<file path="config.mk">
export PLATFORM = sky130hd
export DESIGN_NAME = micro_sequencer_axi_writer
export DESIGN_NICKNAME = d
export VERILOG_FILES = /design/src/rtl/micro_sequencer_axi_writer_pkg.sv /design/src/rtl/micro_sequencer_axi_writer.sv
export SDC_FILE = /design/constraint.sdc
export NUM_CORES = 1
export LEC_CHECK = 0
export CAP_MARGIN = 5
export CORE_MARGIN = 1
export CORE_UTILIZATION = 38
export DETAILED_ROUTE_END_ITERATION = 16
export PLACE_DENSITY = 0.78
export SLEW_MARGIN = 10
export SYNTH_ARGS = -nofsm -noshare
export SYNTH_HDL_FRONTEND = slang
export SYNTH_SLANG_ARGS = --single-unit
</file>
<file path="constraint.sdc">
create_clock -name M_AXI_ACLK -period 1.8 [get_ports M_AXI_ACLK]
set_input_delay 0.18 -clock M_AXI_ACLK [delete_from_list [all_inputs] [get_ports M_AXI_ACLK]]
set_output_delay 0.18 -clock M_AXI_ACLK [all_outputs]
set_load 0.1 [all_outputs]
</file>
<file path="src/rtl/micro_sequencer_axi_writer_pkg.sv">
`default_nettype none
// ============================================================================
//  Module      : micro_sequencer_axi_writer_pkg
//  Description : Shared state encoding and AXI constants for the sequencer
//                AXI4-Lite write master.
//  Revision    : 1.0 - initial release
// ============================================================================
package micro_sequencer_axi_writer_pkg;

    typedef enum logic [1:0] {
        ST_IDLE      = 2'd0,
        ST_ADDR_DATA = 2'd1,
        ST_RESP      = 2'd2
    } state_t;

    localparam logic [1:0] c_RESP_OKAY   = 2'b00;
    localparam logic [1:0] c_RESP_SLVERR = 2'b10;
    localparam logic [1:0] c_RESP_DECERR = 2'b11;

    localparam logic [2:0] c_AWPROT = 3'b000;

endpackage
`default_nettype wire

</file>
<file path="src/rtl/micro_sequencer_axi_writer.sv">
`default_nettype none
// ============================================================================
//  Module      : micro_sequencer_axi_writer
//  Description : Single-outstanding AXI4-Lite write master fed by the micro
//                sequencer register-write port, with busy/error/timeout status.
//  Revision    : 1.0 - initial release
// ============================================================================
module micro_sequencer_axi_writer
    import micro_sequencer_axi_writer_pkg::*;
#(
    parameter int C_M_AXI_DATA_WIDTH = 32,
    parameter int C_M_AXI_ADDR_WIDTH = 32,
    parameter int TIMEOUT_CYCLES     = 1024
) (
    input  logic                          M_AXI_ACLK,
    input  logic                          M_AXI_ARESETN,
    input  logic [C_M_AXI_DATA_WIDTH-1:0] axi_wdata,
    input  logic [C_M_AXI_ADDR_WIDTH-1:0] axi_waddr,
    input  logic [3:0]                    axi_wstrb,
    input  logic                          axi_write,
    output logic                          axi_write_busy,
    output logic                          axi_write_failed,
    output logic                          axi_write_timeout,
    output logic                          write_dropped,
    output logic [C_M_AXI_ADDR_WIDTH-1:0] M_AXI_AWADDR,
    output logic [2:0]                    M_AXI_AWPROT,
    output logic                          M_AXI_AWVALID,
    input  logic                          M_AXI_AWREADY,
    output logic [C_M_AXI_DATA_WIDTH-1:0] M_AXI_WDATA,
    output logic [3:0]                    M_AXI_WSTRB,
    output logic                          M_AXI_WVALID,
    input  logic                          M_AXI_WREADY,
    input  logic [1:0]                    M_AXI_BRESP,
    input  logic                          M_AXI_BVALID,
    output logic                          M_AXI_BREADY
);

    localparam int CNT_W = $clog2(TIMEOUT_CYCLES + 1);
    localparam logic [CNT_W-1:0] c_CNT_MAX  = CNT_W'(TIMEOUT_CYCLES);
    localparam logic [CNT_W-1:0] c_CNT_TRIP = CNT_W'(TIMEOUT_CYCLES - 1);

    state_t                        r_state;
    state_t                        w_next_state;
    logic                          r_awvalid;
    logic                          r_wvalid;
    logic                          r_bready;
    logic [C_M_AXI_ADDR_WIDTH-1:0] r_awaddr;
    logic [C_M_AXI_DATA_WIDTH-1:0] r_wdata;
    logic [3:0]                    r_wstrb;
    logic                          r_failed;
    logic                          r_timeout;
    logic                          r_dropped;
    logic [CNT_W-1:0]              r_count;

    logic w_accept;
    logic w_aw_fin;
    logic w_w_fin;
    logic w_b_hs;
    logic w_resp_err;

    // A channel counts as finished once its valid is low or its handshake
    // completes this cycle, so same-edge completion of both is covered.
    assign w_accept   = (r_state == ST_IDLE) && axi_write;
    assign w_aw_fin   = !r_awvalid || M_AXI_AWREADY;
    assign w_w_fin    = !r_wvalid  || M_AXI_WREADY;
    assign w_b_hs     = M_AXI_BVALID && r_bready;
    assign w_resp_err = (M_AXI_BRESP == c_RESP_SLVERR) || (M_AXI_BRESP == c_RESP_DECERR);

    always_ff @(posedge M_AXI_ACLK or negedge M_AXI_ARESETN) begin
        if (!M_AXI_ARESETN) begin
            r_state <= ST_IDLE;
        end else begin
            r_state <= w_next_state;
        end
    end

    always_comb begin
        w_next_state = r_state;
        case (r_state)
            ST_IDLE:      if (axi_write)            w_next_state = ST_ADDR_DATA;
            ST_ADDR_DATA: if (w_aw_fin && w_w_fin)  w_next_state = ST_RESP;
            ST_RESP:      if (w_b_hs)               w_next_state = ST_IDLE;
            default:                                w_next_state = ST_IDLE;
        endcase
    end

    always_ff @(posedge M_AXI_ACLK or negedge M_AXI_ARESETN) begin
        if (!M_AXI_ARESETN) begin
            r_awvalid <= 1'b0;
            r_wvalid  <= 1'b0;
            r_bready  <= 1'b0;
            r_awaddr  <= '0;
            r_wdata   <= '0;
            r_wstrb   <= '0;
            r_failed  <= 1'b0;
        end else begin
            if (w_accept) begin
                r_awaddr  <= axi_waddr;
                r_wdata   <= axi_wdata;
                r_wstrb   <= axi_wstrb;
                r_awvalid <= 1'b1;
                r_wvalid  <= 1'b1;
                r_failed  <= 1'b0;
            end
            if (r_state == ST_ADDR_DATA) begin
                if (r_awvalid && M_AXI_AWREADY) r_awvalid <= 1'b0;
                if (r_wvalid  && M_AXI_WREADY)  r_wvalid  <= 1'b0;
                if (w_aw_fin && w_w_fin)        r_bready  <= 1'b1;
            end
            if ((r_state == ST_RESP) && w_b_hs) begin
                r_bready <= 1'b0;
                r_failed <= w_resp_err;
            end
        end
    end

    // Timeout only flags a slow slave; the transaction keeps waiting for B.
    always_ff @(posedge M_AXI_ACLK or negedge M_AXI_ARESETN) begin
        if (!M_AXI_ARESETN) begin
            r_count   <= '0;
            r_timeout <= 1'b0;
        end else if (w_accept) begin
            r_count   <= '0;
            r_timeout <= 1'b0;
        end else if (r_state != ST_IDLE) begin
            if (r_count != c_CNT_MAX)  r_count   <= r_count + CNT_W'(1);
            if (r_count == c_CNT_TRIP) r_timeout <= 1'b1;
        end
    end

    always_ff @(posedge M_AXI_ACLK or negedge M_AXI_ARESETN) begin
        if (!M_AXI_ARESETN) begin
            r_dropped <= 1'b0;
        end else if (axi_write && (r_state != ST_IDLE)) begin
            r_dropped <= 1'b1;
        end
    end

    assign axi_write_busy    = (r_state != ST_IDLE) || axi_write;
    assign axi_write_failed  = r_failed;
    assign axi_write_timeout = r_timeout;
    assign write_dropped     = r_dropped;
    assign M_AXI_AWADDR      = r_awaddr;
    assign M_AXI_AWPROT      = c_AWPROT;
    assign M_AXI_AWVALID     = r_awvalid;
    assign M_AXI_WDATA       = r_wdata;
    assign M_AXI_WSTRB       = r_wstrb;
    assign M_AXI_WVALID      = r_wvalid;
    assign M_AXI_BREADY      = r_bready;

endmodule
`default_nettype wire

</file>
* Word-level counts from Yosys, hierarchy flattened
Cells that the tools add are included.
** Storage, ports and cells
- Register bits after elaboration :: 87
- Latch bits :: 0
- Bits in writable memories :: 0
- Memory bits (read-only) :: 0
- Input port bits :: 76
- Output and inout bits :: 78
- Logic and storage cells :: 67
- Memories kept :: 0
** Cells by class
- $add $sub $neg :: 1
- Multipliers :: 0
- Divide/modulo/power cells :: 0
- $lt $le $gt $ge :: 0
- Eq/ne operators :: 9
- Shifts and indexed selects :: 0
- Mux-type cells :: 21
- Bitwise logic cells :: 0
- Reduce and logical (&&, ||, !) cells :: 25
** Operators with widths (number)
- two-way mux 11 bit :: 3
- two-way mux 1 bit :: 14
- nonzero test 2 bit :: 7
- adder 11 x 1 -> 11 bit (second input constant) :: 1
- == test 11 x 10 -> 1 bit (second input constant) :: 1
- != test 11 bit (second input constant) :: 1
- logical AND 1 bit :: 7
- == test 2 bit (second input constant) :: 3
- two-way mux 2 bit :: 3
- != test 2 bit (second input constant) :: 3
- case mux 2 bit (3 select lines) :: 1
- AND reduction 2 bit :: 3
- logical OR 1 bit :: 4
- AND reduction 3 bit :: 1
- == test 2 x 1 -> 1 bit (second input constant) :: 1
- logical NOT 1 bit :: 2
- logical NOT 2 bit :: 1

* Depth between registers and ports, before layout
- Word-level depth :: 6
- Mapped depth :: 8

* Worst setup path after synthesis
Ideal clock, no wire load.
- Kind :: reg2reg
- Start :: register r_count[6]
- End :: register r_count[9]
- Library setup time :: 79 ps
- Data arrival time :: 1677 ps
- Required time :: 1721 ps
- Slack :: 44 ps
- Cell stages (with the launch flop) :: 5
- Path buffers :: 0
- Cells stage by stage :: dfrtp_1 or4_4 o41ai_4 or4_1 mux2i_1
** Between the ends
- Cells in the longest elaborated chain, start to end :: 4
- Elaborated cells on any way between the ends :: 7
** Ends and longest elaborated chain
- from (decl) :: line micro_sequencer_axi_writer.sv:53 : logic [CNT_W-1:0] r_count;
- from (signal assigned) :: line micro_sequencer_axi_writer.sv:126 : if (r_count != c_CNT_MAX) r_count <= r_count + CNT_W'(1);
- adder 11 x 1 -> 11 bit :: line micro_sequencer_axi_writer.sv:126
- two-way mux 11 bit :: line micro_sequencer_axi_writer.sv:126
- two-way mux 11 bit :: line micro_sequencer_axi_writer.sv:125 : end else if (r_state != ST_IDLE) begin
- two-way mux 11 bit :: line micro_sequencer_axi_writer.sv:122 : end else if (w_accept) begin
Several ways; a longest one is shown, not always the timed one. The select of a mux whose other input is x is not followed.
A chain may end at the register's enable or synchronous reset.

* Worst setup path after layout
- Start :: register r_count[1]
- End :: register r_count[10]
The elaborated chain is that of the path after synthesis.

==> out/qor.log <==
INFO  grt            grt_start_max_net_pins=60
INFO  clock_tree     cts-htree-levels=3
INFO  cells_and_area num-nets-final=631
INFO  clock_tree     cts_made_buffers=9
INFO  worst_setup_path worst-endpoint-required=2.06ns
INFO  yosys          ys_types=36
INFO  yosys          synth_edf_count=0
INFO  die            floorplan.initialDensity=39.0%
INFO  worst_setup_path timing.critical_path.slowest_cell_delay=0.48ns
INFO  yosys          postSynthAreaPerCell=8.97um2
INFO  yosys          syn_inst=400
INFO  die            dieArea=9840um2
INFO  die            die_boundary_width=99.2um
INFO  worst_setup_path crit_path_start_kind=flip-flop
INFO  grt            grt_use_total=18.8%
INFO  placement      port-buffer-count=149
INFO  clock_tree     cts_sinks=87
INFO  drt            wirelength=9070um
INFO  grt            grt_pass1_wl=14600um
INFO  die            ios=154
INFO  timing         worst_max_slew_pin_slew=0.522ns
INFO  worst_setup_path worstPathMaxFanout=6
INFO  die            chipHeight=99.2um
INFO  timing         worst_clock_skew=0.00963ns
INFO  clock_tree     tritoncts=done
INFO  cells_and_area antenna_cells_inserted=0
INFO  timing         fin_crit_sh=94.4%
INFO  grt            first_global_vias=3079
INFO  drt            drt-pass1-iter-count=4
INFO  clock_tree     worst_skew_pair.late_latency=0.33ns
INFO  cells_and_area area_growth_syn_to_layout=48.0%
INFO  die            floorplan.core_area=9200um2
INFO  timing         maxSlewHeadroom=65.2%
INFO  timing         setup_violations=0
INFO  worst_hold_path hold_path_depth=3
INFO  yosys          ys_seq_elements=87
INFO  worst_setup_path critical-path-slowest-cell=sky130_fd_sc_hd__or4_1
INFO  timing         timing.final.hold_violations=0
INFO  worst_setup_path critical_path.cell_chain=ha_1 -> and3_2 -> nand3_4 -> or4_1 -> a21oi_1
INFO  drt            antenna_violating_nets_remaining=0
INFO  yosys          netlist.top_cell.by_area=sky130_fd_sc_hd__dfrtp_1
INFO  timing         post-route-min-period=1.70ns
INFO  yosys          ys_warns=0
INFO  timing         timing_max_transition_violations_final=0
INFO  clock_tree     cts.reportedPaths.clkPinSlew=0.09ns
INFO  drt            drc=0
INFO  flow_run       maxCapViolCount=0
INFO  yosys          netlist_area=3590um2
INFO  clock_tree     cts.root.buffer_cell=sky130_fd_sc_hd__clkbuf_8
INFO  die            core.rowCount=35
INFO  drt            post_drt_wl_per_cell=13.6um
INFO  drt            iteration_0_drc_count_of_the_detailed_router=107
INFO  placement      routabilityCongestion=0.800
INFO  yosys          postSynth.asyncResetShare=100%
INFO  run_status     outcome=finished clean
INFO  timing         final.setup.tns=0ns
INFO  timing         rsz0062_at_grt=yes
INFO  worst_setup_path critical_path_arrival=1.95ns
INFO  yosys          synthMostInstantiatedCell=sky130_fd_sc_hd__nand2_1
INFO  cells_and_area share_of_post_route_cells_with_drive_strength_above_1=20.3%
INFO  yosys          yosys.area.top_type_share=60.6%
INFO  yosys          synth_seq_area_share=60.6%
INFO  timing         max_clock_freq=0.589GHz
INFO  placement      post-dp-hpwl=6360um
INFO  clock_tree     cts_buffer_depth=2
INFO  grt            antenna_found_initial=0
INFO  yosys          yosys-top-cells-count=sky130_fd_sc_hd__nand2_1 (215), sky130_fd_sc_hd__dfrtp_1 (87), sky130_fd_sc_hd__o21ai_0 (16), sky130_fd_sc_hd__buf_2 (10), sky130_fd_sc_hd__nor2_1 (9)
INFO  yosys          yosys-top-cells-area=sky130_fd_sc_hd__dfrtp_1 (61%), sky130_fd_sc_hd__nand2_1 (22%), sky130_fd_sc_hd__o21ai_0 (2.2%), sky130_fd_sc_hd__buf_2 (1.4%), sky130_fd_sc_hd__nor2_1 (0.94%)
INFO  drt            route.detailed.vias_per_inst=4.72
INFO  worst_setup_path rr_worst_depth=5
INFO  drt            detailroute.via_count=3161
INFO  grt            globalRoute.totalOverflow=0
INFO  yosys          dominantRegCellSynth=sky130_fd_sc_hd__dfrtp_1
INFO  worst_setup_path category_of_the_critical_setup_timing_path=flip-flop to flip-flop
INFO  worst_setup_path cp-end-kind=flip-flop
INFO  worst_hold_path holdCritPathClass=input port to flip-flop
## cell usage in the layout, fill, tap and decap left out, drive strengths merged
| cell | count |
|---|---|
| a22oi | 1 |
| inv | 8 |
| dlygate4sd3 | 1 |
| mux2i | 1 |
| and2 | 2 |
| clkbuf | 11 |
| nand4bb | 1 |
| nor3 | 1 |
| o21ai | 16 |
| conb | 3 |
| nor4 | 1 |
| bufinv | 2 |
| nor3b | 1 |
| or4 | 4 |
| a211oi | 1 |
| nor2b | 1 |
| nand3 | 5 |
| a21o | 1 |
| or3 | 1 |
| o41ai | 3 |
| a31oi | 2 |
| clkdlybuf4s50 | 73 |
| o311ai | 1 |
| a221oi | 1 |
| dfrtp | 87 |
| buf | 88 |
| ha | 2 |
| a21oi | 4 |
| o21a | 1 |
| nand4 | 2 |
| nor2 | 9 |
| or2 | 1 |
| and3 | 1 |
| clkinvlp | 3 |
| o31ai | 3 |
| nand2 | 215 |
## critical path, delay by kind of cell (launching register included)
| family | cells | cell delay, ns |
|---|---|---|
| AND/OR/NAND/NOR | 3 | 0.84 |
| flip-flops | 1 | 0.42 |
| adder cells (fa/ha/maj) | 1 | 0.20 |
| AO/OA/AOI/OAI | 1 | 0.16 |
## metal layers
metal	vias to the layer above	GRT usage (%)	part of all wire [%]
met3	19	4.50	6.8
met2	120	31.4	48
met5	-	0	0
met4	0	8.48	2.5
met1	1457	23.3	43
li1	1565	-	-
## final cells by class
| class | instances | area [um2] |
|---|---|---|
| fill | 847 | 3880 |
| sequential | 87 | 2180 |
| timing repair buffer | 162 | 1450 |
| multi-input combinational | 285 | 1300 |
| tap | 111 | 139 |
| clock buffer | 11 | 131 |
| clock inverter | 5 | 82.6 |
| inverter | 8 | 30.0 |
## stage by stage
| step | hold WS (ns) | instance area [um2] | setup slack, ns | instances | utilization, % |
|---|---|---|---|---|---|
| after floorplan | -0.116 | 3600 | 0.0441 | 402 | - |
| after global placement | 0.192 | 5050 | 0.117 | 651 | 55.0 |
| after detailed placement | 0.199 | 5050 | 0.0343 | 651 | 55.0 |
| after CTS | 0.341 | 5280 | 0.00409 | 668 | 57.4 |
| after global routing | 0.341 | 5310 | -0.00637 | 669 | 57.8 |
| final | 0.358 | 5310 | 0.101 | 669 | 57.8 |
## sequential cells by signal, indices dropped and copies added, names as in the netlist, 2 cells and up
| register | cells |
|---|---|
| M_AXI_AWADDR | 32 |
| M_AXI_WDATA | 32 |
| r_count | 11 |
| M_AXI_WSTRB | 4 |
| r_state | 2 |
## logic make-up after synthesis
| logic type | Yosys count | synth area share (%) |
|---|---|---|
| flops | 87 | 60.6 |
| other cells | 1 | 0.104 |
| fa+ha+maj | 2 | 0.697 |
| buf+inv | 30 | 4.18 |
| compound gates | 34 | 6.34 |
| mux | 1 | 0.279 |
| simple gates | 245 | 27.7 |
## path summary, 6_finish.rpt
path | from | end | slack (ns)
min in group asynchronous | M_AXI_ARESETN | M_AXI_WDATA[8]$_DFFE_PN0P_ | 0.39
worst min-delay path | axi_waddr[24] | M_AXI_AWADDR[24]$_DFFE_PN0P_ | 0.36
worst min register to register | M_AXI_WSTRB[1]$_DFFE_PN0P_ | M_AXI_WSTRB[1]$_DFFE_PN0P_ | 0.48
worst max register to register | r_count[1]$_DFFE_PN0P_ | r_count[10]$_DFFE_PN0P_ | 0.10
max in group asynchronous | M_AXI_ARESETN | M_AXI_WDATA[27]$_DFFE_PN0P_ | 0.79
worst max-delay path | r_count[1]$_DFFE_PN0P_ | r_count[10]$_DFFE_PN0P_ | 0.10
## what timing repair did
action,in CTS,in global routing
hold buffers,1,0
setup buffers,0,1
resized for setup,2,6
endpoints found under the hold margin,39,0
endpoints found under the setup margin,1,6
pin swaps,0,1
Power is not shown: default switching activity piles up to over one toggle a cycle in this logic, so the estimate is an artifact.
